## config.mk

```make
export PLATFORM = sky130hd
export DESIGN_NAME = sha256_sched_ctrl
export DESIGN_NICKNAME = d
export VERILOG_FILES = /design/src/rtl/sha256_sched_ctrl.sv
export SDC_FILE = /design/constraint.sdc
export NUM_CORES = 2
export LEC_CHECK = 0
export CORE_MARGIN = 4
export CORE_UTILIZATION = 50
export DETAILED_ROUTE_END_ITERATION = 7
export GPL_TIMING_DRIVEN = 0
export PLACE_DENSITY_LB_ADDON = 0.25
export SYNTH_ARGS = -nofsm -noshare
export SYNTH_HDL_FRONTEND = slang
export SYNTH_SLANG_ARGS = --single-unit
```

## constraint.sdc

```tcl
create_clock -name C -period 23.7 [get_ports C]
set_clock_uncertainty 0.05 [all_clocks]
set_input_delay 4.74 -clock C [delete_from_list [all_inputs] [get_ports C]]
set_output_delay 4.74 -clock C [all_outputs]
set_load 0.005 [all_outputs]
```

## src/rtl/sha256_sched_ctrl.sv

```systemverilog
`default_nettype none
// ============================================================================
// Module   : sha256_sched_ctrl
// Purpose  : SHA-256 block sequencer. Buffers 16 message words, expands the
//            W[0..63] schedule and strobes the round datapath.
// Option   : SHA256_SCHED_OVERLAP_EN - rounds 0..15 issue as words arrive.
// Revision : 1.0 - initial release
// ============================================================================
module sha256_sched_ctrl #(
    parameter int NUM_ROUNDS = 64,
    parameter int IDX_W      = 6
) (
    input  logic             C,
    input  logic             R,
    input  logic [31:0]      WORD_IN,
    input  logic             WORD_VALID,
    output logic             WORD_READY,
    input  logic             LAST_BLOCK,
    input  logic             HOLD,
    output logic             ROUND_EN,
    output logic [IDX_W-1:0] ROUND_IDX,
    output logic [31:0]      ROUND_W,
    output logic             HASH_INIT,
    output logic             BLOCK_DONE,
    output logic             MSG_DONE,
    output logic             BUSY
);

    localparam logic [1:0] c_IDLE   = 2'd0;
    localparam logic [1:0] c_LOAD   = 2'd1;
    localparam logic [1:0] c_ROUNDS = 2'd2;
    localparam logic [1:0] c_FINAL  = 2'd3;

    localparam logic [4:0]       c_CNT_LAST = 5'd15;
    localparam logic [IDX_W-1:0] c_LAST_T   = IDX_W'(NUM_ROUNDS - 1);
    localparam logic [IDX_W-1:0] c_T_ONE    = IDX_W'(1);
`ifdef SHA256_SCHED_OVERLAP_EN
    localparam logic [IDX_W-1:0] c_FIRST_T  = IDX_W'(16);
`else
    localparam logic [IDX_W-1:0] c_FIRST_T  = '0;
`endif

    function automatic logic [31:0] f_sig0(input logic [31:0] x);
        return {x[6:0], x[31:7]} ^ {x[17:0], x[31:18]} ^ {3'b000, x[31:3]};
    endfunction

    function automatic logic [31:0] f_sig1(input logic [31:0] x);
        return {x[16:0], x[31:17]} ^ {x[18:0], x[31:19]} ^ {10'd0, x[31:10]};
    endfunction

    logic [1:0]       r_state;
    logic [1:0]       w_state_nxt;
    logic [4:0]       r_cnt;
    logic [IDX_W-1:0] r_t;
    logic [31:0]      r_win [16];
    logic             r_new_msg;
    logic             r_last;
    logic             w_load_st;
    logic             w_ready;
    logic             w_xfer;
    logic             w_issue;
    logic [31:0]      w_w_next;
    logic [31:0]      w_round_w;

    assign w_load_st = (r_state == c_IDLE) || (r_state == c_LOAD);
    assign w_issue   = (r_state == c_ROUNDS) && !HOLD;
    assign w_xfer    = WORD_VALID && w_ready;

`ifdef SHA256_SCHED_OVERLAP_EN
    logic [31:0] r_wt;
    assign w_ready   = w_load_st && !HOLD;
    // Window holds W[t-16..t-1] and r_wt holds W[t]; W[t+1] uses the pre-shift window.
    assign w_w_next  = f_sig1(r_win[15]) + r_win[10] + f_sig0(r_win[2]) + r_win[1];
    assign w_round_w = r_wt;
`else
    assign w_ready   = w_load_st;
    // Window holds W[t..t+15]; the head is issued and W[t+16] refills the tail.
    assign w_w_next  = f_sig1(r_win[14]) + r_win[9] + f_sig0(r_win[1]) + r_win[0];
    assign w_round_w = r_win[0];
`endif

    assign WORD_READY = w_ready;
    assign BUSY       = (r_state != c_IDLE);

    always_ff @(posedge C or posedge R) begin
        if (R) begin
            r_state   <= c_IDLE;
            r_cnt     <= '0;
            r_t       <= '0;
            r_new_msg <= 1'b1;
            r_last    <= 1'b0;
            for (int i = 0; i < 16; i++) r_win[i] <= '0;
`ifdef SHA256_SCHED_OVERLAP_EN
            r_wt      <= '0;
`endif
        end else begin
            r_state <= w_state_nxt;
            if (w_xfer) begin
                for (int i = 0; i < 15; i++) r_win[i] <= r_win[i + 1];
                r_win[15] <= WORD_IN;
                r_new_msg <= 1'b0;
                if (r_cnt == c_CNT_LAST) begin
                    r_cnt  <= '0;
                    r_last <= LAST_BLOCK;
                    r_t    <= c_FIRST_T;
`ifdef SHA256_SCHED_OVERLAP_EN
                    r_wt   <= w_w_next;
`endif
                end else begin
                    r_cnt <= r_cnt + 5'd1;
                end
            end else if (w_issue) begin
                for (int i = 0; i < 15; i++) r_win[i] <= r_win[i + 1];
`ifdef SHA256_SCHED_OVERLAP_EN
                r_win[15] <= r_wt;
                r_wt      <= w_w_next;
`else
                r_win[15] <= w_w_next;
`endif
                r_t <= (r_t == c_LAST_T) ? '0 : r_t + c_T_ONE;
            end
            // Next accepted word starts a fresh message once the final block closes.
            if ((r_state == c_FINAL) && r_last) r_new_msg <= 1'b1;
        end
    end

    always_comb begin
        w_state_nxt = r_state;
        ROUND_EN    = 1'b0;
        ROUND_IDX   = '0;
        ROUND_W     = '0;
        HASH_INIT   = 1'b0;
        BLOCK_DONE  = 1'b0;
        MSG_DONE    = 1'b0;
        case (r_state)
            c_IDLE, c_LOAD: begin
                // r_new_msg can only be set while idle, so this fires on word 0 only.
                HASH_INIT = w_xfer && r_new_msg;
`ifdef SHA256_SCHED_OVERLAP_EN
                ROUND_EN  = w_xfer;
                ROUND_W   = WORD_IN;
                ROUND_IDX = IDX_W'(r_cnt);
`endif
                if (w_xfer) begin
                    w_state_nxt = (r_cnt == c_CNT_LAST) ? c_ROUNDS : c_LOAD;
                end
            end
            c_ROUNDS: begin
                ROUND_EN  = !HOLD;
                ROUND_IDX = r_t;
                ROUND_W   = w_round_w;
                if (w_issue && (r_t == c_LAST_T)) w_state_nxt = c_FINAL;
            end
            c_FINAL: begin
                BLOCK_DONE  = 1'b1;
                MSG_DONE    = r_last;
                w_state_nxt = c_IDLE;
            end
            default: w_state_nxt = c_IDLE;
        endcase
    end

endmodule
`default_nettype wire

```

==> results.sh <==
export IMPL_initial_utilization_pct=50.8
export IMPL_r2r_cells=18
export IMPL_synth_nets=2910
export IMPL_cts_root_buf="clkbuf_16"
export IMPL_endpoint_kind="output pin"
export IMPL_power_density_mw_per_mm2=148
export IMPL_cts_tree="done"
export IMPL_cts_setup_buffers=0
export IMPL_rsz0062_at_grt="no"
export IMPL_p_clk_share_pct=20.3
export IMPL_hp_start="r_win[441]"
export IMPL_clockBufferDepth=3
export IMPL_start_kind="input port"
export IMPL_cp_cell_sequence="clkdlybuf4s50_1 -> or2_1 -> inv_2 -> clkbuf_1 -> clkbuf_1 -> clkdlybuf4s50_1"
export IMPL_cts_num_sinks=527
export IMPL_die_h_um=229
export IMPL_drive_gt1_share_pct=3.85
export IMPL_die_area_mm2=0.0523
export IMPL_critical_path_buf_inv_count=5
export IMPL_finalSetupTns_ns=0
export IMPL_arrival_ns=7.06
export IMPL_seq_area_frac_synth_pct=54.1
export IMPL_vias_per_cell=5.20
export IMPL_antenna_cells=0
export IMPL_rows=80
export IMPL_synth_ff_type="dfrtp_1"
export IMPL_p_sw_mw=1.80
export IMPL_synth_area_leaders="dfrtp_1, nand2_1, fa_1"
export IMPL_die_width_um=229
export IMPL_nNetsFinal=3052
export IMPL_worst_skew_pair_late_latency_ns=0.61
export IMPL_port_buffers=80
export IMPL_drcViolationCount=0
export IMPL_fillers=4234
export IMPL_finalCriticalPeriod_ns=11.85
export IMPL_slew_viol_final=0
export IMPL_place_ws_ns=11.88
export IMPL_crit_fanout=10
export IMPL_synth_top_area_cell="dfrtp_1"
export IMPL_tightestPinTransition_ns=0.959
export IMPL_power_frac_comb_pct=49.0
export IMPL_cts_resized_gates=0
export IMPL_synth_top_area_share_pct=54.0
export IMPL_cp_depth=6
export IMPL_synth_edf_count=0
export IMPL_min_to="r_win[441]"
export IMPL_cpMaxStageDelayCell="clkdlybuf4s50_1"
export IMPL_cts_hold_buf=0
export IMPL_grt_max_degree=134
export IMPL_htreeDepth=2
export IMPL_leakagePower_nw=14.2
export IMPL_grt_first_pass_wirelength_um=106000
export IMPL_drtIter0Drc=1689
export IMPL_syn_area_per_cell_um2=8.77
export IMPL_min_path_type="flop to flop"
export IMPL_synth_seq_cells=527
export IMPL_grt_use_total_pct=26.1
export IMPL_whs_path_depth=2
export IMPL_gp_congestion=0.973
export IMPL_path_class="input port to output pin"
export IMPL_synthToLayoutAreaGrowth_pct=14.1
export IMPL_vdd_ir_drop_max_mv=0.122
export IMPL_wl_per_cell_um=18.9
export IMPL_synthesis_area_mm2=0.0244
export IMPL_dr_total_vias=18600
export IMPL_dp_hpwl_um=52000
export IMPL_cpLargestDelayFamily="buffers and inverters"
export IMPL_synth_cell_types=54
export IMPL_fin_ws_ns=11.85
export IMPL_seqPwrFrac_pct=30.7
export IMPL_maxCapViolations=0
export IMPL_total_power_mw=4.12
export IMPL_antenna_left=0
export IMPL_drt_total_wl_um=67700
export IMPL_cpPeakStageDelay_ns=0.60
export IMPL_grt_pass1_vias=18900
export IMPL_relSlewSlack_pct=36.1
export IMPL_r2r_end="r_win[27]"
export IMPL_power_internal_mw=2.32
export IMPL_fmax_mhz=84.4
export IMPL_r2r_start="r_win[50]"
export IMPL_cts_buffers=55
export IMPL_hold_viol=0
export IMPL_syn_inst=2778
export IMPL_cp_required_ns=18.91
export IMPL_antenna_found_initial=1
export IMPL_yosys_warnings=0
export IMPL_path_clk_slew_ns=0.06
export IMPL_period_share_pct=50.0
export IMPL_async_flop_share_pct=100
export IMPL_status="finished clean"
export IMPL_ff2ff_setup_slack_ns=18.82
export IMPL_pin_count=81
export IMPL_core_area_mm2=0.0479
export IMPL_switching_share_pct=43.7
export IMPL_setup_violations=0
export IMPL_drt_first_pass_iters=5
export IMPL_overflow=0
-- worst reg2reg max path: cells and delay by family (launching register included) --
family / cells / cell delay, ns
xor gates and xnor gates: 3 / 0.68
DFF: 1 / 0.32
and+or+nand+nor: 1 / 0.14
adders and majority gates: 4 / 1.44
AOI/OAI and AO/OA: 7 / 1.50
buffers and inverters: 3 / 0.61
-- power by group through the flow --
stage,Combinational [mW],Sequential [mW],Clock [mW]
2_1_floorplan,1.43,1.22,0
3_3_place_gp,1.94,1.27,0
3_5_place_dp,1.96,1.28,0
4_1_cts,1.98,1.26,0.844
5_1_grt,2.23,1.29,0.885
6_report,2.02,1.26,0.834
-- stage by stage --
stage / std cells / utilization (%) / cell area, um^2 / hold WS (ns)
global placement: 3473 / 54.1 / 25900 / 0.401
global route: 3574 / 58.0 / 27800 / 0.426
CTS: 3574 / 58.0 / 27800 / 0.412
floorplan: 2778 / - / 24400 / 0.389
detailed placement: 3478 / 54.4 / 26100 / 0.405
finish: 3574 / 58.0 / 27800 / 0.414
-- routing by layer --
metal / GRT usage (%) / up-vias / part of all wire (%)
met5: 0 / - / 0
li1: - / 8838 / -
met3: 6.32 / 147 / 7.5
met4: 12.0 / 0 / 5.2
met2: 39.9 / 557 / 44
met1: 35.6 / 9045 / 43
-- cell families (layout without fill, tap and decap cells) --
kind of cell	after synthesis	count (layout)	synth area share [%]
muxes	5	5	0.210
and+or+nand+nor	1466	1466	23.2
DFF	527	527	54.1
AOI/OAI and AO/OA	244	244	5.91
buffers and inverters	300	481	4.67
xor gates and xnor gates	141	141	5.07
adders and majority gates	95	95	6.79
-- layout by cell type (no fill, tap or decap), types with 3 or more instances in the layout --
| master | n |
|---|---|
| a22oi_1 | 8 |
| xnor2_1 | 89 |
| buf_1 | 20 |
| buf_2 | 9 |
| ha_1 | 33 |
| nand2_1 | 1332 |
| nand3_1 | 13 |
| nor2_1 | 66 |
| mux2i_1 | 4 |
| a21oi_1 | 55 |
| nor3_1 | 10 |
| a31oi_1 | 6 |
| clkbuf_1 | 152 |
| o21bai_1 | 7 |
| inv_1 | 133 |
| xor2_1 | 52 |
| o31a_1 | 4 |
| fa_1 | 62 |
| buf_16 | 4 |
| nor2b_1 | 5 |
| nand4_1 | 3 |
| and3_1 | 6 |
| o22ai_1 | 13 |
| clkbuf_16 | 56 |
| clkinv_2 | 5 |
| clkdlybuf4s50_1 | 80 |
| clkbuf_8 | 11 |
| o21ai_1 | 81 |
| or2_2 | 3 |
| nand2b_1 | 4 |
| and2_1 | 12 |
| dfrtp_1 | 526 |
| o21ai_0 | 42 |
| a21o_1 | 8 |
| o21a_1 | 4 |
-- synthesized netlist by cell type (all sizes together) (6+ instances only) --
master	instances
inv	135
a31oi	7
nand3	13
xnor2	89
xor2	52
o22ai	13
nor2	67
a21oi	56
o21bai	7
and2	12
dfrtp	526
nand2	1332
o21ai	124
buf	29
a22oi	8
ha	33
a21o	8
clkbuf	136
fa	62
nor3	10
and3	6
-- sequential cells by signal, summed over array words and instances (netlist names) --
name / flops
r_win: 480
w_round_w: 32
r_t: 6
r_cnt: 5
r_state: 2
r_last: 1
r_new_msg: 1
-- final cells by class --
| type | count | area, um^2 | area share (%) |
|---|---|---|---|
| Tap cell | 615 | 769 | 2.77 |
| Inverter | 135 | 514 | 1.85 |
| Clock inverter | 13 | 121 | 0.437 |
| Buffer | 165 | 631 | 2.27 |
| Clock buffer | 83 | 1610 | 5.80 |
| Timing Repair Buffer | 85 | 922 | 3.32 |
| Multi-Input combinational cell | 1951 | 10000 | 36.1 |
| Sequential cell | 527 | 13200 | 47.4 |
-- worst max-delay path by stage --
stage,start,endpoint,slack [ns]
2_1_floorplan,R,r_cnt[0],4.19
3_5_place_dp,HOLD,ROUND_EN,11.88
6_report,HOLD,ROUND_EN,11.85
3_3_place_gp,R,r_win[16],-1.23
4_1_cts,HOLD,ROUND_EN,11.87
5_1_grt,HOLD,ROUND_EN,11.73
(Power assumes the default switching activity.)
